==> src/rtl/i2c_master_byte_ctrl.sv <==
// Byte sequencer for i2c_master_phy: expands byte requests into bit commands.
// Optional per-command watchdog enabled by defining I2C_CTRL_TIMEOUT_EN.
package i2c_master_pkg;
    typedef enum logic [2:0] {
        CMD_IDLE  = 3'd0,
        CMD_START = 3'd1,
        CMD_STOP  = 3'd2,
        CMD_WRITE = 3'd3,
        CMD_READ  = 3'd4
    } phy_cmd_e;
endpackage

module i2c_master_byte_ctrl
    import i2c_master_pkg::*;
#(
    parameter int unsigned TIMEOUT_CYCLES = 1_000_000
) (
    input  logic       clk_i,
    input  logic       rst_i,
    input  logic       req_valid_i,
    output logic       req_ready_o,
    input  logic       req_start_i,
    input  logic       req_stop_i,
    input  logic       req_read_i,
    input  logic       req_nodata_i,
    input  logic       req_nack_i,
    input  logic [7:0] req_wdata_i,
    output logic       rsp_valid_o,
    output logic [7:0] rsp_rdata_o,
    output logic       rsp_ack_o,
    output logic       rsp_arb_lost_o,
    output logic       rsp_timeout_o,
    output logic       bus_owned_o,
    output logic [2:0] phy_cmd_o,
    output logic       phy_data_o,
    input  logic       phy_data_i,
    input  logic       phy_cmd_done_i,
    input  logic       phy_arb_lost_i,
    input  logic       phy_bus_busy_i
);

    typedef enum logic [2:0] {
        S_IDLE,
        S_WAIT_BUS,
        S_START,
        S_BIT,
        S_ACK,
        S_STOP,
        S_DRAIN,
        S_RESP
    } state_e;

    state_e     state_q, state_d;
    logic [2:0] bit_cnt_q, bit_cnt_d;
    logic       stop_q, stop_d;
    logic       read_q, read_d;
    logic       nodata_q, nodata_d;
    logic       nack_q, nack_d;
    logic [7:0] wdata_q, wdata_d;
    logic [7:0] rdata_q, rdata_d;
    logic       ack_q, ack_d;
    logic       arb_q, arb_d;
    logic       to_q, to_d;
    logic       owned_q, owned_d;
    logic       ready_q;
    phy_cmd_e   cmd_q, cmd_d;
    logic       pdata_q, pdata_d;
    logic       accept;
    logic       active;
    logic       wd_hit;

    assign accept = req_valid_i && ready_q;
    assign active = state_q inside {S_WAIT_BUS, S_START, S_BIT, S_ACK, S_STOP};

`ifdef I2C_CTRL_TIMEOUT_EN
    localparam int unsigned WD_W = $clog2(TIMEOUT_CYCLES + 1);
    localparam logic [WD_W-1:0] WD_LAST = WD_W'(TIMEOUT_CYCLES - 1);

    logic [WD_W-1:0] wd_q;
    logic            wd_run;

    assign wd_run = state_q inside {S_START, S_BIT, S_ACK, S_STOP, S_DRAIN};
    assign wd_hit = wd_run && !phy_cmd_done_i && (wd_q == WD_LAST);

    always_ff @(posedge clk_i or posedge rst_i) begin
        if (rst_i) begin
            wd_q <= '0;
        end else if (!wd_run || phy_cmd_done_i || wd_hit) begin
            wd_q <= '0;
        end else begin
            wd_q <= wd_q + 1'b1;
        end
    end
`else
    logic unused_timeout;

    assign unused_timeout = (TIMEOUT_CYCLES != 0);
    assign wd_hit         = 1'b0;
`endif

    always_comb begin
        state_d   = state_q;
        bit_cnt_d = bit_cnt_q;
        stop_d    = stop_q;
        read_d    = read_q;
        nodata_d  = nodata_q;
        nack_d    = nack_q;
        wdata_d   = wdata_q;
        rdata_d   = rdata_q;
        ack_d     = ack_q;
        arb_d     = arb_q;
        to_d      = to_q;
        owned_d   = owned_q;
        cmd_d     = CMD_IDLE;
        pdata_d   = 1'b1;

        unique case (state_q)
            S_IDLE: begin
                if (accept) begin
                    stop_d    = req_stop_i;
                    read_d    = req_read_i;
                    nodata_d  = req_nodata_i;
                    nack_d    = req_nack_i;
                    wdata_d   = req_wdata_i;
                    rdata_d   = 8'h00;
                    ack_d     = 1'b0;
                    arb_d     = 1'b0;
                    to_d      = 1'b0;
                    bit_cnt_d = 3'd7;
                    if (req_start_i && !owned_q && phy_bus_busy_i) begin
                        state_d = S_WAIT_BUS;
                    end else if (req_start_i) begin
                        state_d = S_START;
                    end else if (!req_nodata_i) begin
                        state_d = S_BIT;
                    end else if (req_stop_i) begin
                        state_d = S_STOP;
                    end else begin
                        state_d = S_RESP;
                    end
                end
            end
            S_WAIT_BUS: begin
                if (!phy_bus_busy_i) begin
                    state_d = S_START;
                end
            end
            S_START: begin
                if (phy_cmd_done_i) begin
                    owned_d = 1'b1;
                    if (!nodata_q) begin
                        state_d = S_BIT;
                    end else begin
                        state_d = stop_q ? S_STOP : S_RESP;
                    end
                end
            end
            S_BIT: begin
                if (phy_cmd_done_i) begin
                    if (read_q) begin
                        rdata_d = {rdata_q[6:0], phy_data_i};
                    end
                    if (bit_cnt_q == 3'd0) begin
                        state_d = S_ACK;
                    end else begin
                        bit_cnt_d = bit_cnt_q - 3'd1;
                    end
                end
            end
            S_ACK: begin
                if (phy_cmd_done_i) begin
                    if (!read_q) begin
                        ack_d = phy_data_i;
                    end
                    state_d = stop_q ? S_STOP : S_RESP;
                end
            end
            S_STOP: begin
                if (phy_cmd_done_i) begin
                    owned_d = 1'b0;
                    state_d = S_RESP;
                end
            end
            S_DRAIN: begin
                if (phy_cmd_done_i) begin
                    state_d = S_RESP;
                end
            end
            S_RESP: begin
                state_d = S_IDLE;
            end
            default: begin
                state_d = S_IDLE;
            end
        endcase

        if (wd_hit) begin
            to_d    = 1'b1;
            owned_d = 1'b0;
            state_d = S_RESP;
        end

        // No command is in flight while waiting for the bus, so skip the drain.
        if (phy_arb_lost_i && active) begin
            arb_d   = 1'b1;
            owned_d = 1'b0;
            if (phy_cmd_done_i || state_q == S_WAIT_BUS) begin
                state_d = S_RESP;
            end else begin
                state_d = S_DRAIN;
            end
        end

        unique case (1'b1)
            state_d == S_START: cmd_d = CMD_START;
            state_d == S_STOP:  cmd_d = CMD_STOP;
            state_d == S_BIT && read_d: cmd_d = CMD_READ;
            state_d == S_BIT && !read_d: begin
                cmd_d   = CMD_WRITE;
                pdata_d = wdata_d[bit_cnt_d];
            end
            state_d == S_ACK && read_d: begin
                cmd_d   = CMD_WRITE;
                pdata_d = nack_d;
            end
            state_d == S_ACK && !read_d: cmd_d = CMD_READ;
            default: cmd_d = CMD_IDLE;
        endcase
    end

    always_ff @(posedge clk_i or posedge rst_i) begin
        if (rst_i) begin
            state_q   <= S_IDLE;
            bit_cnt_q <= 3'd7;
            stop_q    <= 1'b0;
            read_q    <= 1'b0;
            nodata_q  <= 1'b0;
            nack_q    <= 1'b0;
            wdata_q   <= 8'h00;
            rdata_q   <= 8'h00;
            ack_q     <= 1'b0;
            arb_q     <= 1'b0;
            to_q      <= 1'b0;
            owned_q   <= 1'b0;
            ready_q   <= 1'b0;
            cmd_q     <= CMD_IDLE;
            pdata_q   <= 1'b1;
        end else begin
            state_q   <= state_d;
            bit_cnt_q <= bit_cnt_d;
            stop_q    <= stop_d;
            read_q    <= read_d;
            nodata_q  <= nodata_d;
            nack_q    <= nack_d;
            wdata_q   <= wdata_d;
            rdata_q   <= rdata_d;
            ack_q     <= ack_d;
            arb_q     <= arb_d;
            to_q      <= to_d;
            owned_q   <= owned_d;
            ready_q   <= (state_d == S_IDLE);
            cmd_q     <= cmd_d;
            pdata_q   <= pdata_d;
        end
    end

    assign req_ready_o    = ready_q;
    assign rsp_valid_o    = (state_q == S_RESP);
    assign rsp_rdata_o    = rdata_q;
    assign rsp_ack_o      = ack_q;
    assign rsp_arb_lost_o = arb_q;
    assign rsp_timeout_o  = to_q;
    assign bus_owned_o    = owned_q;
    assign phy_cmd_o      = cmd_q;
    assign phy_data_o     = pdata_q;

endmodule

==> config.mk <==
export PLATFORM = sky130hd
export DESIGN_NAME = i2c_master_byte_ctrl
export DESIGN_NICKNAME = d
export VERILOG_FILES = /design/src/rtl/i2c_master_byte_ctrl.sv
export SDC_FILE = /design/constraint.sdc
export NUM_CORES = 1
export LEC_CHECK = 0
export CORE_ASPECT_RATIO = 0.8
export CORE_UTILIZATION = 37
export CTS_CLUSTER_DIAMETER = 40
export DETAILED_ROUTE_END_ITERATION = 8
export PLACE_DENSITY = 0.69
export SLEW_MARGIN = 20
export SYNTH_ARGS = -nofsm -noshare
export SYNTH_HDL_FRONTEND = slang
export SYNTH_SLANG_ARGS = --single-unit
==> constraint.sdc <==
create_clock -name clk_i -period 2.8 [get_ports clk_i]
set_clock_uncertainty 0.05 [all_clocks]
set_input_delay 0.7 -clock clk_i [delete_from_list [all_inputs] [get_ports clk_i]]
set_output_delay 0.7 -clock clk_i [all_outputs]
set_load 0.005 [all_outputs]
# Word level (Yosys, flattened, before mapping)
# Cells that the tools add are included.
totals:
  reg_bits: 34
  latchBits: 0
  ram_bits: 0
  rom_bits: 0
  inputBits: 20
  out_inout_bits: 18
  wordCells: 106
  memories: 0
op_classes:
  add_sub_neg: 1
  multipliers: 0
  n_div: 0
  magnitude_cmp: 1
  eq_ne: 18
  shifts: 0
  mux: 44
  n_bitwise: 0
  n_reduce_logical: 28
op_table:
  columns: ["op", "count"]
  rows:
  - ["two-way mux 3 bit", 15]
  - ["two-way mux 8 bit", 5]
  - ["case mux 3 bit (7 select lines)", 1]
  - ["equality test 3 bit, second input constant", 6]
  - ["case mux 8 bit (2 select lines)", 1]
  - ["two-way mux 1 bit", 14]
  - ["equality test 3 x 2 -> 1 bit, second input constant", 4]
  - ["case mux 3 bit (4 select lines)", 1]
  - ["!= test 2 bit, second input constant", 5]
  - ["logical NOT 3 bit", 3]
  - ["logical AND 1 bit", 8]
  - ["AND reduction 4 bit", 2]
  - ["nonzero test 2 bit", 4]
  - ["!= test 3 x 2 -> 1 bit, second input constant", 2]
  - ["case mux 1 bit (2 select lines)", 3]
  - ["case mux 3 bit (2 select lines)", 1]
  - ["OR reduction 2 bit", 3]
  - ["nonzero test 5 bit", 1]
  - ["< comparator 3 x 4 -> 1 bit, second input constant", 1]
  - ["two-way mux 2 bit", 2]
  - ["AND reduction 2 bit", 2]
  - ["binary-select mux 1 bit (select 3 bit)", 1]
  - ["equality test 3 x 1 -> 1 bit, second input constant", 1]
  - ["AND reduction 3 bit", 1]
  - ["other kinds (4)", 5]

# Longest topological paths before layout
# Gate-level depths: netlist of run 1.
logic_depth:
  ltp_word: 11
  depth_mapped: 9
  ltp_nobuf: 9

# Worst setup path before layout of run 1
# No wires, ideal clock.
synth_path:
  kind: "input -> register"
  start: "in phy_cmd_done_i"
  end: "reg pdata_q, in the netlist phy_data_o"
  setup_ns: 0.088
  t_arrival_ns: 2.334
  required_ns: 2.662
  slack_ns: 0.329
  cell_stages: 8
  path_buffers: 1
  cell_sequence: "clkbuf_1 > nand4b_1 > a21oi_2 > nor3_1 > a21oi_2 > mux4_2 > nor4_1 > nor3_1"
synth_between:
  word_cells_on_any_way: 17
  cone_classes: "eq/ne: 2; mux: 12; reduce/logical: 3"
synth_lines:
  columns: ["element", "line_no", "rtl"]
  rows:
  - ["start: declaration", "37", "input logic phy_cmd_done_i,"]
  - ["two-way mux 3 bit", "159", "if (phy_cmd_done_i) begin"]
  - ["case mux 3 bit (2 select lines)", "117", "unique case (state_q)"]
  - ["named net bit_cnt_d[0]", "54", "logic [2:0] bit_cnt_q, bit_cnt_d;"]
  - ["binary-select mux 1 bit (select 3 bit)", "220", "pdata_d = wdata_d[bit_cnt_d];"]
  - ["two-way mux 1 bit (not written as such)", "220", null]
  - ["case mux 1 bit (2 select lines)", "214", "unique case (1'b1)"]
  - ["named net pdata_d", "67", "logic pdata_q, pdata_d;"]
  - ["end signal: assignment", "263", "pdata_q <= pdata_d;"]
  - ["end: declaration", "67", null]
# The timed path passes the listed nets, and every way through them passes these cells. The select of a mux whose other input is x is not followed.
# A chain may end at the register's enable or synchronous reset.

# Worst setup path in the final report of run 1
layout_path:
  start: "in req_valid_i"
  end: "reg pdata_q, in the netlist phy_data_o"
layout_between:
  word_cells_on_any_way: 20
  cone_classes: "eq/ne: 2; mux: 14; reduce/logical: 4"
layout_lines:
  columns: ["element", "line_no", "rtl"]
  rows:
  - ["start: declaration", "20", "input logic req_valid_i,"]
  - ["logical AND 1 bit", "72", "assign accept = req_valid_i && ready_q;"]
  - ["two-way mux 8 bit", "119", "if (accept) begin"]
  - ["two-way mux 8 bit", "117", null]
  - ["named net wdata_d[1]", "59", "logic [7:0] wdata_q, wdata_d;"]
  - ["binary-select mux 1 bit (select 3 bit)", "220", null]
  - ["two-way mux 1 bit (not written as such)", "220", null]
  - ["case mux 1 bit (2 select lines)", "214", null]
  - ["named net pdata_d", "67", null]
# The timed path passes the listed nets, and every way through them passes these cells. The select of a mux whose other input is x is not followed.

==> results, run 1 <==
- The run finished with clean final reports.
- The tightest min-delay check is of the register to register type.
- The arrival time at the worst endpoint is roughly 2.7 ns.
- Summed over all nets, the switching power comes to 0.832 mW.
- The leakage power is ~1.1 nW.
- Setup violations remaining at the end of the flow were counted as 0.
- Entering global routing, the biggest net connects 35 pins.
- Net switching is 37.1% of the power.
- The type of origin of the critical path is an input port.
- By area the synthesized netlist is led by sky130_fd_sc_hd__dfrtp_1, sky130_fd_sc_hd__nand2_1, sky130_fd_sc_hd__dfstp_2, sky130_fd_sc_hd__a22o_1, sky130_fd_sc_hd__inv_1.
- The CTS tree is built.
- The boundary pin count is 38.
- The overall routed net length is between 3 and 4 mm.
- IR analysis of the VDD net gives a maximum drop of 0.000391 V.
- Walking the worst path, the cells encountered are clkdlybuf4s50_1, nand2_1, nor4_4, buf_4, mux2_2, nor3b_1, nor3_1, a2111oi_2, nor3_1.
- The synthesized netlist occupies a cell area of 0.00175 sq mm.
- The via count of the first global-routing pass came to approximately 1300.
- The count of nets left with antenna violations after detail routing is 0.
- The wire length per cell is about 13 um.
- The number of antenna violations at the first check in global routing is 0.
- The total number of vias is approximately 1500.
- The max-cap violation count is 0.
- CTS saw 34 sinks.
- The worst-case register-to-register setup slack is between 0.4 and 0.5 ns.
- The wire-length estimate of the detail-placed layout is between 2 and 3 mm.
- Overall power consumption after layout is estimated at roughly 2.2 mW.
- The core area is between 0.004 and 0.005 sq mm.
- Setup slack closes at 0.215 ns.
- The initial utilization of the core area, before any placement, comes to ~40%.
- The number of antenna diodes in the final layout is 0.
- The total number of yosys warnings is 0.
- Sequential elements use between 40% and 50% of the synthesized area.
- Synthesis instantiated 52 different standard cells from the library.
- The proportion of register bits with asynchronous set or reset after synthesis is 100%.
- From synthesis to final layout, the design area changed by 35.6%.
- The count of flip-flops with a built-in enable after synthesis is 0.
- The number of hold-slack violations in the final timing report is 0.
- In this run the worst setup path begins at req_valid_i.
- For this run, design rule violations remaining after detail routing come to 0.
- The later-pin clock latency in the skew report is roughly 0.28 ns.
- The wire length of the first global-routing pass is approximately 6.4 mm.
- The vertical die dimension is approximately 64 um.
- The clock period could shrink to 2.59 ns.
- The worst pin sits at a relative slew slack of between 50 and 60%.
- The die covers 0.00501 sq mm.
- Dividing the synthesized area by the synthesized cell count gives 9.89 sq um.
- After clock tree synthesis, the clock-pin slew on the worst setup and hold paths is 0.07 ns.
- In this run the power density over the cells is approximately 940 mW/mm^2.
- The finished layout holds slightly below 300 standard cells, fillers aside.
- Counting along the longest clock path gives a buffer depth of 2.
- Before CTS, the worst setup slack after placement is -0.0921 ns.
- The via density per instance is between 5 and 6.
- The initial DRC count is 95.
- Measured along the x axis, the die boundary spans between 70 and 80 um.
- The hold buffer count at CTS is 0.
- The launching point of the worst reg2reg path is state_q[1]$_DFF_PP0_.
- The worst hold path begins at wdata_q[2]$_DFF_PP0_.
- Among all flip-flop cells after synthesis, the most frequent one is sky130_fd_sc_hd__dfrtp_1.
- The number of pins exceeding their max-slew limit in the final report is 0.
- The gate count of the mapped netlist is roughly 180.
- The final worst-path cycle share is around 92%.
- The most repeated cell in the gate-level netlist after synthesis is sky130_fd_sc_hd__nand2_1.
- The dominant cell type by area after synthesis is sky130_fd_sc_hd__dfrtp_1.
- Setup repair after global routing left no endpoint under its margin.
- The share of total power dissipated in the clock network is 16.8%.
- The post-route netlist has 20.3% of its cells at a drive strength greater than 1.
- In this run, synthesis produced a sequential element count of 34.
- The net total in the final layout is ~250.
- Input and output buffers added on the ports amount to 36.
- Internal power comes to between 1 and 1.5 mW.
- Summed over all layers, the global routing overflow is 0.
- The setup fix buffers added after clock tree synthesis is 0.
- TritonCTS created 5 clock buffers.
- Counting instances in the post-synthesis netlist gives the leading cell types as sky130_fd_sc_hd__nand2_1, sky130_fd_sc_hd__dfrtp_1, sky130_fd_sc_hd__inv_1.
- The global placement routability congestion is approximately 0.85.
- STA puts the critical path data required time at between 2 and 3 ns.
- The slowest stage of the critical path belongs to the cell sky130_fd_sc_hd__clkdlybuf4s50_1.
- The critical path class is input port to register.
- The endpoint type of the worst setup path is a register.
- The sequential cell fraction of total power is a little under two fifths.
- The first detailed-routing pass ran for 4 iterations.
- After clock tree synthesis, the repair step resized 0 gates.
- The H-tree generated during clock tree synthesis spans 2 levels.
- In this run the biggest area consumer among cell types represents ~43% of the synthesized area.
- The cell that appears most often on the critical path is sky130_fd_sc_hd__nor3_1.
- Per report_power, the combinational group accounts for between 40% and 50% of the total.
- The slew at the pin with the worst max-slew slack is 0.607 ns.
- At the end of the flow the core is filled with cells to between 50% and 60%.
- The cell row count is 21.
- The highest achievable clock rate is 0.387 GHz.
- For this run, the slowest stage of the critical path takes between 0.4 and 0.5 ns.
- Synthesis produced a netlist with a net count of just under 200.
- The total routing usage reported by global routing is ~17%.
- Counting tap cells, the placed design contains a total of approximately 280 instances.
- Of all nets on the critical path, the largest fanout is 4.
- Clock tree synthesis selected as its root buffer the cell sky130_fd_sc_hd__clkbuf_8.
- The final sum of negative setup slack is 0 ns.
## cell families after synthesis
family,share of synthesized area (%)
compound gates,18.2
flops,48.9
fa+ha+maj,1.43
buf+inv,5.65
simple gates,20.8
mux,4.36
xor+xnor,0.500
other cells,0.214
## per-stage QoR
| step | cell area [sq um] | hold WS, ns |
|---|---|---|
| after global placement | 2280 | 0.407 |
| after global routing | 2370 | 0.444 |
| final | 2370 | 0.427 |
| after CTS | 2370 | 0.433 |
| after detailed placement | 2280 | 0.412 |
| after floorplan | 1750 | 0.386 |
## state kept, by name (all words and copies together), names as in the netlist
| register | count |
|---|---|
| read_q | 1 |
| state_q | 3 |
| phy_data_o | 1 |
| bus_owned_o | 1 |
| nodata_q | 1 |
| stop_q | 1 |
| req_ready_o | 1 |
| rsp_rdata_o | 8 |
| rsp_arb_lost_o | 1 |
| wdata_q | 8 |
| phy_cmd_o | 3 |
| rsp_ack_o | 1 |
| bit_cnt_q | 3 |
| nack_q | 1 |
## power by group through the flow
stage                     logic [mW]  registers [mW]  clock network, mW
final                           1.01           0.856              0.377
after global routing            1.13           0.881              0.412
after CTS                       1.01           0.856              0.387
after detailed placement        1.01           0.862                  0
after global placement         0.993           0.864                  0
after floorplan                0.685           0.767                  0
## layout make-up
cell class / count / area, sq um
Clock buffer: 6 / 82.6
Clock inverter: 2 / 12.5
Fill cell: 410 / 1990
Inverter: 12 / 45.0
Multi-Input combinational cell: 122 / 796
Sequential cell: 34 / 856
Tap cell: 57 / 71.3
Timing Repair Buffer: 56 / 510
## final timing paths
path	endpoint	depth (start not counted)
worst min register to register	wdata_q[2]$_DFF_PP0_	2
max in group asynchronous	bit_cnt_q[1]$_DFF_PP1_	3
worst min-delay path	wdata_q[2]$_DFF_PP0_	2
worst max register to register	phy_data_o$_DFF_PP1_	7
worst max-delay path	phy_data_o$_DFF_PP1_	9
min in group asynchronous	rsp_rdata_o[6]$_DFFE_PP0P_	3
## worst max-delay path, delay by kind of cell
family | cells | cell delay (ns)
simple gates | 5 | 0.72
buf+inv | 2 | 0.65
mux | 1 | 0.34
compound gates | 1 | 0.34
## layout by cell type, fill, tap and decap left out, types with 2 or more instances in the layout
cell                               n
sky130_fd_sc_hd__a21o_1            3
sky130_fd_sc_hd__a21oi_1           5
sky130_fd_sc_hd__a21oi_2           2
sky130_fd_sc_hd__a22o_1            8
sky130_fd_sc_hd__and2_1            2
sky130_fd_sc_hd__buf_4            20
sky130_fd_sc_hd__clkbuf_8          6
sky130_fd_sc_hd__clkdlybuf4s50_1  36
sky130_fd_sc_hd__dfrtp_1          30
sky130_fd_sc_hd__dfstp_2           4
sky130_fd_sc_hd__ha_1              2
sky130_fd_sc_hd__inv_1            11
sky130_fd_sc_hd__mux2_2            3
sky130_fd_sc_hd__mux2i_1           2
sky130_fd_sc_hd__nand2_1          38
sky130_fd_sc_hd__nand4b_1          2
sky130_fd_sc_hd__nor2_1            9
sky130_fd_sc_hd__nor3_1            6
sky130_fd_sc_hd__nor4_1            2
sky130_fd_sc_hd__o21a_1            2
sky130_fd_sc_hd__o21ai_0           5
sky130_fd_sc_hd__o22ai_1           3
## layer usage
layer,GRT usage (%),wire length [um],vias up
met5,0,0,-
met4,2.73,7,0
met3,4.78,300,3
met2,24.5,1650,52
met1,24.4,1800,684
li1,-,-,733
Power figures use the tool's default switching activity.
==> run 2, diff against run 1 <==
- CORE_MARGIN: default -> 2
- GPL_TIMING_DRIVEN: default -> 0
==> run 2 against run 1 <==
  * Clock power shrank 3%
  * Via count shrank 1.8%
  * Critical path depth unchanged
  * Worst hold slack gained 0.00064 ns
  * Final cell count fell by 1.0%
  * Sequential share of layout area increased by 0.60 points
  * Combinational power hardly changed
  * Maximum frequency decreased by 2.5%
  * Largest power group unchanged
  * Highest routed layer is now met3
==> results, run 2 (synthesis results as in run 1) <==
- The full die area is 0.00530 sq mm (was 0.00501 sq mm).
- The setup-violating endpoint count in the final report is 0 (unchanged).
- The remaining global-route overflow is 0 (unchanged).
- Most used cells in the layout excluding fill and tap cells: sky130_fd_sc_hd__nand2_1, sky130_fd_sc_hd__clkdlybuf4s50_1, sky130_fd_sc_hd__dfrtp_1 (unchanged).
- The post-detailed-route DRC marker count was 0 (unchanged).
- The chip width is 80.9 um (was 78.9 um).
- The maximum clock path buffer count is 2 (unchanged).
- The wire length of the first global-routing pass is 6.33 mm (was 6.36 mm).
- The net total in the final layout is 247 (was 253).
- The number of pins exceeding their max-slew limit in the final report is 0 (unchanged).
- The final worst-path cycle share is 94.7% (was 92.3%).
- The area overhead of the layout relative to synthesis came to 33.4% (was 35.6%).
- The highest achievable clock rate came to 0.377 GHz (was 0.387 GHz).
- The overall routed net length is 3.93 mm (was 3.76 mm).
- The max-cap violation count came to 0 (unchanged).
- The final sum of negative setup slack is 0 ns (unchanged).
- The slowest cell on the critical path is sky130_fd_sc_hd__mux4_2 (was sky130_fd_sc_hd__clkdlybuf4s50_1).
- The type of origin of the critical path was an input port (unchanged).
- The core area is 0.00457 sq mm (was 0.00436 sq mm).
- The highest net fanout along the worst path came to 4 (unchanged).
- The cell seen most often among critical-path stages was sky130_fd_sc_hd__nor3_1 (unchanged).
- The wire length per cell is 13.8 um (was 13.0 um).
- The commonest non-fill, non-tap cell in the layout is sky130_fd_sc_hd__nand2_1 (unchanged).
- The sink count of the clock tree is 34 (unchanged).
- The number of antenna violations at the first check in global routing is 0 (unchanged).
- The post-CTS clock slew at the launch and capture registers of the worst setup and hold paths was 0.06 ns (was 0.07 ns).
- CP Cell Sequence: clkdlybuf4s50_1, nand2_2, nor4_4, buf_4, nor3_1, a21oi_2, mux4_2, nor4_2, nor3_1 (was clkdlybuf4s50_1, nand2_1, nor4_4, buf_4, mux2_2, nor3b_1, nor3_1, a2111oi_2, nor3_1).
- The TritonCTS buffer count was 5 (unchanged).
- The time the worst path needs with I/O delays and setup is 2.65 ns (was 2.59 ns).
- The count of nets left with antenna violations after detail routing is 0 (unchanged).
- The critical path class is input port to register (unchanged).
- The initial DRC count is 125 (was 95).
- The CTS tree was built (unchanged).
- The number of buffers added on ports is 35 (was 36).
- The CTS H-tree depth is 2 (unchanged).
- The diode insertion count for antenna repair was 0 (unchanged).
- The total power density per cell area is 923 mW/mm^2 (was 944 mW/mm^2).
- The arrival time at the worst endpoint is 2.80 ns (was 2.74 ns).
- The pin count of the biggest net entering global routing is 35 (unchanged).
- The proportion of layout cells with a drive suffix above 1 came to 19.5% (was 20.3%).
- The max-slew headroom at the worst pin was 53.9% (was 59.5%).
- The tightest hold margin is 0.428 ns (was 0.427 ns).
- The vertical die dimension was 65.5 um (was 63.5 um).
- The leakage power came to 1.07 nW (was 1.09 nW).
- The required time at the endpoint of the critical path is 2.95 ns (about the same).
- The boundary pin count is 38 (unchanged).
- The total routing usage reported by global routing came to 15.7% (was 16.6%).
- The total iterations of the first detailed-routing run is 4 (unchanged).
- The total number of vias is 1446 (was 1472).
- The endpoint type of the worst setup path is a register (unchanged).
- The via count of the first global-routing pass was 1341 (was 1335).
- The slew at the pin with the worst max-slew slack is 0.690 ns (was 0.607 ns).
- The number of hold-slack violations in the final timing report came to 0 (unchanged).
- The root buffer cell is sky130_fd_sc_hd__clkbuf_8 (unchanged).
- The hold buffer count at CTS is 0 (unchanged).
- The delay contributed by the slowest stage of the critical path is 0.55 ns (was 0.46 ns).
- Run status: finished clean (unchanged).
- The placed wire-length estimate after detailed placement came to 2.82 mm (was 2.86 mm).
- The global placement routability congestion is 0.839 (was 0.853).
- The via density per instance is 5.06 (was 5.09).
- The worst vdd rail ir drop is 0.000431 V (was 0.000391 V).
- The starting utilization of the core area is 38.3% (was 40.1%).
- The later-pin clock latency in the skew report is 0.28 ns (about the same).
- The class of the most critical hold timing path is register to register (unchanged).
- The final cell utilization of the core is 51.1% (was 54.4%).
- The overall power consumption was 2.16 mW (was 2.24 mW).
- The filler cell count is 458 (was 410).
- The cell row count is 22 (was 21).
## run 2: metal layers
layer / GRT usage (%) / share of wire, % / vias to the layer above
li1: - / - / 717
met1: 22.7 / 47 / 682
met2: 23.6 / 45 / 47
met3: 3.98 / 8.1 / 0
met4: 3.39 / 0 / 0
met5: 0 / 0 / -
## run 2: final timing paths
path                                         from                   end  slack (ns)  cells past startpoint
max                                   req_valid_i  phy_data_o$_DFF_PP1_        0.15                      9
min                          wdata_q[3]$_DFF_PP0_  wdata_q[3]$_DFF_PP0_        0.43                      2
max reg2reg                bit_cnt_q[0]$_DFF_PP1_  phy_data_o$_DFF_PP1_        0.30                      9
min reg2reg                  wdata_q[3]$_DFF_PP0_  wdata_q[3]$_DFF_PP0_        0.43                      2
max in group asynchronous                   rst_i  nodata_q$_DFFE_PP0P_        1.46                      2
min in group asynchronous                   rst_i  wdata_q[2]$_DFF_PP0_        0.80                      2
## run 2: cell type report
cell class	instances	area (sq um)	share of cell area (%)
buffer	9	56.3	2.41
sequential	34	856	36.7
clock buffer	8	90.1	3.86
timing repair buffer	41	395	16.9
multi-input combinational	122	817	35.0
tap	60	75.1	3.22
inverter	12	45.0	1.93
## run 2: worst max-delay path, delay by kind of cell
family	cells	cell delay [ns]
muxes	1	0.55
and+or+nand+nor	5	0.65
buffers and inverters	2	0.68
AOI/OAI and AO/OA	1	0.23
## run 2: metrics by stage
step	area, sq um	setup WS (ns)	std cells
floorplan	1750	0.329	177
global placement	2180	-0.489	272
detailed placement	2180	-0.556	272
CTS	2310	0.0166	285
global route	2330	-0.00734	286
finish	2330	0.147	286
## run 2: what timing repair did
action                     in CTS  in global routing
gates cloned                    0                  0
pin swaps                       1                  3
setup buffers                   5                  1
setup endpoints to repair       3                  3
gates resized for setup         1                  6
## run 2: where the power goes
part | leakage [nW] | switching [mW] | internal [mW]
Combinational | 0.583 | 0.557 | 0.461
Sequential | 0.440 | 0.0958 | 0.676
Clock | 0.0455 | 0.165 | 0.200
Total | 1.07 | 0.818 | 1.34
==> run 3, diff against run 2 <==
- SETUP_SLACK_MARGIN: default -> 0.3
==> run 3 against run 2 <==
  * Routed wire length increased by 5.6%
  * Worst hold slack got worse by 0.0035 ns
  * Register-to-register slack improved by 0.10 ns
  * Global-route usage increased by 0.24 points
  * Sequential power increased by 0.6%
  * Sequential share of layout area decreased by 1.9 points
  * Power increased by 11%
  * Die area unchanged
  * Final area increased by 5.5%
  * First-iteration DRC count decreased by 8.0%
  * Clock power about the same
==> results, run 3 (synthesis results as in run 1) <==
- The total power density per cell area came to 968 mW/mm^2 (was 923 mW/mm^2).
- The clock share of power was 15.4% (was 17.0%).
- CP Cell Sequence: clkdlybuf4s50_1, inv_1, o21ai_0, a221oi_2, nor2_2, nand4_1, buf_4, nor4_2, nor3_1 (was clkdlybuf4s50_1, nand2_2, nor4_4, buf_4, nor3_1, a21oi_2, mux4_2, nor4_2, nor3_1).
- The chip width is 80.9 um (unchanged).
- The total number of vias was 1489 (was 1446).
- The TritonCTS buffer count was 5 (unchanged).
- The via density per instance is 5.01 (was 5.06).
- The overall routed net length was 4.15 mm (was 3.93 mm).
- The pin count of the biggest net entering global routing is 35 (unchanged).
- The wire length of the first global-routing pass is 6.44 mm (was 6.33 mm).
- The total routing usage reported by global routing was 15.9% (was 15.7%).
- The destination of the worst register-to-register timing path is phy_data_o$_DFF_PP1_ (unchanged).
- The vertical die dimension is 65.5 um (unchanged).
- The highest achievable clock rate was 0.408 GHz (was 0.377 GHz).
- The post-CTS clock slew at the launch and capture registers of the worst setup and hold paths is 0.06 ns (about the same).
- The time the worst path needs with I/O delays and setup was 2.45 ns (was 2.65 ns).
- The overall power consumption is 2.38 mW (was 2.16 mW).
- The leakage power came to 1.14 nW (was 1.07 nW).
- The net total in the final layout came to 258 (was 247).
- The diode insertion count for antenna repair was 0 (unchanged).
- The max-cap violation count is 0 (unchanged).
- The boundary pin count is 38 (unchanged).
- The commonest non-fill, non-tap cell in the layout is sky130_fd_sc_hd__nand2_1 (unchanged).
- The placed wire-length estimate after detailed placement is 2.82 mm (unchanged).
- The area overhead of the layout relative to synthesis was 40.7% (was 33.4%).
- The hold buffer count at CTS is 0 (unchanged).
- Setup repair after global routing left no endpoint under its margin.
- Run status: finished clean (unchanged).
- The final sum of negative setup slack is 0 ns (unchanged).
- The arrival time at the worst endpoint is 2.60 ns (was 2.80 ns).
- The final worst setup slack is 0.347 ns (was 0.147 ns).
- The final worst-path cycle share was 87.6% (was 94.7%).
- The final cell utilization of the core is 53.9% (was 51.1%).
- The global placement routability congestion came to 0.839 (unchanged).
- The tightest hold margin is 0.424 ns (was 0.428 ns).
- The max-slew headroom at the worst pin is 53.0% (was 53.9%).
- The delay contributed by the slowest stage of the critical path is 0.50 ns (was 0.55 ns).
- The number of buffers added on ports is 35 (unchanged).
- The number of pins exceeding their max-slew limit in the final report was 0 (unchanged).
- The type of origin of the critical path is an input port (unchanged).
- The post-placement setup slack is -0.556 ns (unchanged).
- The required time at the endpoint of the critical path is 2.95 ns (about the same).
- The full die area is 0.00530 sq mm (unchanged).
- The number of stages on the worst hold path is 2 (unchanged).
- The switching share of total power is 37.4% (was 37.9%).
- The total iterations of the first detailed-routing run is 4 (unchanged).
- The endpoint type of the worst setup path is a register (unchanged).
- The proportion of layout cells with a drive suffix above 1 is 26.2% (was 19.5%).
- The maximum clock path buffer count is 2 (unchanged).
- The initial DRC count is 115 (was 125).
- The remaining global-route overflow came to 0 (unchanged).
- The highest net fanout along the worst path is 3 (was 4).
- The end point of the most critical hold path was wdata_q[3]$_DFF_PP0_ (unchanged).
- The number of antenna violations at the first check in global routing was 0 (unchanged).
- The slowest cell on the critical path is sky130_fd_sc_hd__clkdlybuf4s50_1 (was sky130_fd_sc_hd__mux4_2).
- The sequential cell fraction of total power is 32.6% (was 35.8%).
- The starting utilization of the core area is 38.3% (unchanged).
- The number of hold-slack violations in the final timing report is 0 (unchanged).
- The root buffer cell is sky130_fd_sc_hd__clkbuf_8 (unchanged).
- The cell row count is 22 (unchanged).
- The sink count of the clock tree is 34 (unchanged).
- The worst vdd rail ir drop is 0.000436 V (was 0.000431 V).
- The setup-violating endpoint count in the final report was 0 (unchanged).
- The launching point of the worst reg2reg path was bit_cnt_q[0]$_DFF_PP1_ (unchanged).
- The post-detailed-route DRC marker count came to 0 (unchanged).
- The net switching component of the power is 0.892 mW (was 0.818 mW).
- The class of the most critical hold timing path is register to register (unchanged).
- The later-pin clock latency in the skew report is 0.28 ns (about the same).
- Most used cells in the layout excluding fill and tap cells: sky130_fd_sc_hd__nand2_1, sky130_fd_sc_hd__clkdlybuf4s50_1, sky130_fd_sc_hd__dfrtp_1 (unchanged).
- The slew at the pin with the worst max-slew slack is 0.704 ns (was 0.690 ns).
- The critical path class is input port to register (unchanged).
- The CTS H-tree depth is 2 (unchanged).
- The wire length per cell came to 14.0 um (was 13.8 um).
- The via count of the first global-routing pass is 1362 (was 1341).
- The CTS tree is built (unchanged).
- The worst reg2reg path depth was 10 (was 9).
- The hold path startpoint is wdata_q[3]$_DFF_PP0_ (unchanged).
- The count of nets left with antenna violations after detail routing was 0 (unchanged).
- The combinational fraction of design power is 52.0% (was 47.2%).
- The worst-case register-to-register setup slack is 0.40 ns (was 0.30 ns).
- The internal power contribution is 1.49 mW (was 1.34 mW).
- The core area is 0.00457 sq mm (unchanged).
run 3: worst max-delay path by stage:
stage                                     from              endpoint  slack, ns
after CTS                 state_q[2]$_DFF_PP0_           rsp_valid_o       0.31
final                           phy_bus_busy_i  phy_data_o$_DFF_PP1_       0.35
after global placement             req_valid_i  phy_data_o$_DFF_PP1_      -0.49
after detailed placement           req_valid_i  phy_data_o$_DFF_PP1_      -0.56
after floorplan                 phy_cmd_done_i  phy_data_o$_DFF_PP1_       0.33
after global routing            phy_bus_busy_i  phy_data_o$_DFF_PP1_       0.27
run 3: power by group through the flow:
stage | combinational (mW) | clock (mW) | sequential [mW]
5_1_grt | 1.36 | 0.398 | 0.799
2_1_floorplan | 0.685 | 0 | 0.767
6_report | 1.24 | 0.367 | 0.777
3_3_place_gp | 0.947 | 0 | 0.778
3_5_place_dp | 0.968 | 0 | 0.782
4_1_cts | 1.06 | 0.376 | 0.778
run 3: critical path: cells and delay by family:
family	cells	cell delay (ns)
AO/OA/AOI/OAI	2	0.49
buffers and inverters	3	0.74
AND/OR/NAND/NOR	4	0.68
run 3: cell type report:
type / count / area (sq um)
plain buffers: 9 / 65.1
clock buffers: 8 / 90.1
fillers: 442 / 2110
inverters: 12 / 45.0
multi-input cells: 122 / 851
flip-flops and latches: 34 / 857
well taps: 60 / 75.1
repair buffers: 52 / 480
run 3: repair_timing:
action / in CTS / in global routing
hold endpoints to repair: 0 / 0
buffers inserted: 7 / 10
pin swaps: 5 / 8
gates resized for setup: 10 / 13
gates cloned: 0 / 0
endpoints found under the setup margin: 5 / 5
run 3: metrics by stage:
| stage | instances | cell area (sq um) |
|---|---|---|
| 2_1_floorplan | 177 | 1750 |
| 3_3_place_gp | 272 | 2180 |
| 6_report | 297 | 2460 |
| 5_1_grt | 297 | 2460 |
| 3_5_place_dp | 272 | 2180 |
| 4_1_cts | 287 | 2350 |
run 3: layer usage:
| metal | part of all wire (%) | GRT usage, % | vias to the layer above | routed length [um] |
|---|---|---|---|---|
| met5 | 0 | 0 | - | 0 |
| met4 | 0 | 3.39 | 0 | 0 |
| met3 | 6.3 | 3.98 | 0 | 260 |
| met2 | 45 | 24.3 | 46 | 1870 |
| met1 | 49 | 22.8 | 704 | 2020 |
| li1 | - | - | 739 | - |
==> RTL edit 1 (settings of run 1) <==
The option `I2C_CTRL_TIMEOUT_EN` is turned on by a define.
--- a/src/rtl/i2c_master_byte_ctrl.sv
+++ b/src/rtl/i2c_master_byte_ctrl.sv
@@ -1,4 +1,6 @@
 // Byte sequencer for i2c_master_phy: expands byte requests into bit commands.
 // Optional per-command watchdog enabled by defining I2C_CTRL_TIMEOUT_EN.
+`define I2C_CTRL_TIMEOUT_EN
+
 package i2c_master_pkg;
     typedef enum logic [2:0] {
Check against the original RTL: no difference found for any inputs over 10 cycles, from zero or initial values and one cycle with rst_i high; that may be too few to reach the edited logic, so the function may still have changed.
==> RTL edit 1 against run 1 <==
- critical path depth shrank 7
- fmax grew 2.4%
- worst hold slack gained 0.0026 ns
- setup slack gained 0.061 ns
- power grew 23%
- via count grew 51%
- area after synthesis grew 62%
- routed wire length grew 61%
- design area grew 49%
- synthesized cell count grew 62%
- sequential cell count grew 21
- critical path type is now reg -> out
- critical endpoint is now rsp_valid_o
- largest cell class unchanged
- largest power group unchanged
==> RTL edit 1: results (changes against run 1) <==
Synthesis
  – Area contributors post-synth: dfrtp_1, nand2_1, nor2_1
  – Compound-Gate Fraction of Synth Area: 12.8% (-5.4 points)
  – Syn Area/Cell: 9.90 um^2 (+0.11%)
  – Sequential area share after synthesis: 48.8% (-0.11 points)
  – Leading cell types by count after synthesis: dfrtp_1, nand2_1, nor2_1
  – Post-Synth XOR/XNOR Area: 5.88% (+5.4 points)
  – Syn_nets: 309 (+55%)
  – Mux cell area share after synthesis: 2.30% (-2.1 points)
  – Synth Area in Adders: 1.33% (-0.10 points)

Status
  – Run status: finished, final reports clean

Setup path
  – CP max stage cell: dfrtp_1
  – Critical path's top delay family: flip-flops
  – CP max stage delay: 0.66 ns (+0.20 ns)
  – Setup crit end: rsp_valid_o
  – R2R Setup Slk: 0.51 ns (+0.09 ns)

Detailed routing
  – Routed len/inst: 13.8 um (+5.7%)
  – Met3 wire len: 360 um (+20%)
  – Drt via density: 5.04 (-1.1%)
  – WL final: 6.07 mm (+61%)
  – Drt first-iter violations: 108 (+14%)

Global routing
  – Met1 Use GR: 25.9% (+1.4 points)
  – Met3 global-route usage: 3.48% (-1.3 points)
  – GR Util All Layers: 16.5% (-0.075 points)
  – Met2 Use GR: 22.6% (-1.9 points)
  – Global-route wire length before repair: 10.4 mm (+64%)
  – Largest net degree at the start of global routing: 33 (-5.7%)
  – Vias in the first global route: 2124 (+59%)

Placement
  – GP Congestion: 0.887 (+4.0%)
  – # port buffers: 37 (+2.8%)
  – Placed inst area: 3400 um^2 (+49%)
  – Worst slack, placed: 0.0513 ns (+0.143 ns)
  – Final HPWL from detailed placement: 4.43 mm (+55%)

Worst hold path
  – Hold Path Origin: nack_q
  – Min-Delay Endpoint: nack_q

STA
  – WHS: 0.430 ns (+0.00258 ns)
  – Slew headroom: 61.5% (+1.9 points)
  – Fin crit share: 90.2% (-2.2 points)

Layout
  – Fin nets: 358 (+42%)
  – Fillers: 681 (+66%)
  – Share of cells above drive strength 1: 12.2% (-8.1 points)

Pwr
  – Leak: 1.55 nW (+42%)
  – Total power: 2.75 mW (+23%)
  – Seq group: 1.09 mW (+27%)
  – Clk pwr share: 20.4% (+3.6 points)
  – Internal power: 1.75 mW (+25%)
[RTL edit 1: cell count changes after synthesis, sizes merged, moves of 4 or more]
cell   before  now
dfrtp      30   51
nand3       0   12
xor2        0   10
and3        1    6
and2        2    6
o21ai       6   13
nor2        9   30
xnor2       1    9
[RTL edit 1: logic make-up after synthesis]
family | Yosys count
and+or+nand+nor | 136
buffers and inverters | 20
DFF | 55
AOI/OAI and AO/OA | 47
xor gates and xnor gates | 19
adders and majority gates | 3
muxes | 6
[RTL edit 1: layout make-up]
| class | count | area [um^2] | share of cell area (%) |
|---|---|---|---|
| Timing Repair Buffer | 51 | 488 | 13.8 |
| Clock buffer | 5 | 68.8 | 1.95 |
| Sequential cell | 55 | 1380 | 39.1 |
| Tap cell | 105 | 131 | 3.72 |
| Inverter | 11 | 41.3 | 1.17 |
| Clock inverter | 3 | 55.1 | 1.56 |
| Multi-Input combinational cell | 211 | 1360 | 38.6 |
==> RTL edit 2 (config.mk and constraints of run 1) <==
Made on the original files. Take the reset off `wdata_q` and `rdata_q` and load them in a clocked block of their own.
--- a/src/rtl/i2c_master_byte_ctrl.sv
+++ b/src/rtl/i2c_master_byte_ctrl.sv
@@ -237,6 +237,4 @@
             nodata_q  <= 1'b0;
             nack_q    <= 1'b0;
-            wdata_q   <= 8'h00;
-            rdata_q   <= 8'h00;
             ack_q     <= 1'b0;
             arb_q     <= 1'b0;
@@ -253,6 +251,4 @@
             nodata_q  <= nodata_d;
             nack_q    <= nack_d;
-            wdata_q   <= wdata_d;
-            rdata_q   <= rdata_d;
             ack_q     <= ack_d;
             arb_q     <= arb_d;
@@ -263,4 +259,9 @@
             pdata_q   <= pdata_d;
         end
+    end
+
+    always_ff @(posedge clk_i) begin
+        wdata_q <= wdata_d;
+        rdata_q <= rdata_d;
     end
 
Function: differs if rst_i is asserted again (counterexample within 4 cycles, from zero or initial values and one cycle with rst_i high); with rst_i held inactive, the same outputs for 10 cycles.
==> RTL edit 2 against run 1 <==
- sequential cell count is the same
- setup slack gained 0.10 ns
- routed wire length shrank 5.2%
- power shrank 10%
- design area shrank 3.5%
- core utilization shrank 4.3 points
- clock power shrank 2%
- area after synthesis grew 0.43%
- largest power group unchanged
- highest routed layer unchanged
==> RTL edit 2: results (changes against run 1) <==
Setup path
  – RR Endpoint: phy_data_o
  – CP max stage delay: 0.57 ns (+0.11 ns)
  – Worst Path Arrival: 2.66 ns (-0.08 ns)
  – R2R Setup Slk: 0.56 ns (+0.14 ns)
  – Critical path origin: phy_cmd_done_i
  – Worst flop-to-flop path startpoint: bit_cnt_q[0]
  – R2R cell count: 9 (+2)
  – CP max stage cell: clkdlybuf4s50_1
  – CP Max Fanout: 6 (+2)
  – Crit path capture type: flip-flop

Detailed routing
  – Drt first-iter violations: 89 (-6.3%)
  – First-pass DRT Iterations: 4 (unchanged)
  – WL final: 3.56 mm (-5.2%)
  – Drt via density: 4.97 (-2.4%)

Synthesis
  – Ys async rst share: 52.9% (-47 points)
  – Post-synth EDFFs: 8 (+8)
  – Sequential area share after synthesis: 48.7% (-0.21 points)
  – Leading cell types by count after synthesis: nand2_1, dfrtp_1, nor2_1
  – Area contributors post-synth: dfrtp_1, edfxtp_1, dfxtp_1
  – Synth Instances: 169 (-4.5%)
  – Syn_nets: 191 (-4.0%)
  – Syn. warnings: 0 (unchanged)
  – Top_reg_cell synth: dfrtp_1
  – Yosys cell types: 52 (unchanged)

Status
  – Run status: finished, final reports clean

STA
  – Final min period: 2.48 ns (-0.104 ns)
  – Slew headroom: 53.3% (-6.3 points)
  – WHS: 0.427 ns (+0.000276 ns)
  – Fin. Hold Viols: 0 (unchanged)

Layout
  – Diode count: 0 (unchanged)
  – Share of cells above drive strength 1: 18.3% (-1.9 points)
  – Fin nets: 234 (-7.5%)
  – Finished Layout Cells: 273 (-5.5%)

CTS
  – Setup bufs post-CTS: 0 (unchanged)
  – Cts bufs inserted: 5 (unchanged)
  – H-tree depth: 2 (unchanged)
  – Clock Path Buffers: 2 (unchanged)
  – Reg clk slew, reported paths: 0.07 ns (about the same)
  – Clock latency on the worst-skew pair: ~0.29 ns
  – Clock root buffer: clkbuf_8
  – Post_cts resized: 0 (unchanged)

Placement
  – Final HPWL from detailed placement: 2.66 mm (-7.1%)
  – GP Congestion: 0.966 (+13%)
  – # port buffers: 36 (unchanged)
  – Placed inst area: 2200 um^2 (-3.5%)
  – Worst slack, placed: 0.0309 ns (+0.123 ns)

Worst hold path
  – HP Class: reg -> reg
  – Hold Path Depth: 1 (-1)
  – Hold Path Origin: wdata_q[4]
  – Min-Delay Endpoint: wdata_q[4]

Global routing
  – Vias in the first global route: 1216 (-8.9%)
  – Initial antenna violation count: 0 (unchanged)
  – Largest net degree at the start of global routing: 19 (-46%)
  – GR Util All Layers: 15.6% (-1.1 points)
  – Global-route wire length before repair: 5.82 mm (-8.5%)

Pwr
  – Worst IR Drop VDD: 0.000487 V (+25%)
  – Leak: 0.979 nW (-10%)
RTL edit 2: where the power goes:
part | switching (mW) | internal, mW | leakage (nW)
logic | 0.422 | 0.462 | 0.573
clock network | 0.173 | 0.198 | 0.0482
registers | 0.117 | 0.643 | 0.358
total | 0.712 | 1.30 | 0.979
RTL edit 2: worst max-delay path, delay by kind of cell:
| family | cells | cell delay [ns] |
|---|---|---|
| compound gates | 2 | 0.32 |
| buf+inv | 1 | 0.57 |
| mux | 2 | 0.50 |
| simple gates | 3 | 0.58 |
RTL edit 2: layer usage:
layer | vias to the layer above | routed length (um) | track usage (%)
li1 | 674 | - | -
met1 | 635 | 1780 | 22.0
met5 | - | 0 | 0
met4 | 0 | 66 | 6.82
met2 | 41 | 1530 | 22.1
met3 | 7 | 188 | 4.06
RTL edit 2: cell families after synthesis:
| family | count (synthesis) | share of synthesized area, % |
|---|---|---|
| adders and majority gates | 2 | 1.42 |
| AOI/OAI and AO/OA | 29 | 12.8 |
| buffers and inverters | 20 | 6.12 |
| muxes | 16 | 9.82 |
| and+or+nand+nor | 66 | 20.4 |
| DFF | 34 | 48.7 |
| other | 1 | 0.213 |
| xor gates and xnor gates | 1 | 0.498 |
RTL edit 2: cell type report:
class	instances	area (um^2)
tap	60	75.1
clock buffer	7	86.3
timing repair buffer	46	435
fill	469	2280
sequential	34	856
multi-input combinational	115	795
clock inverter	1	5.00
inverter	10	37.5
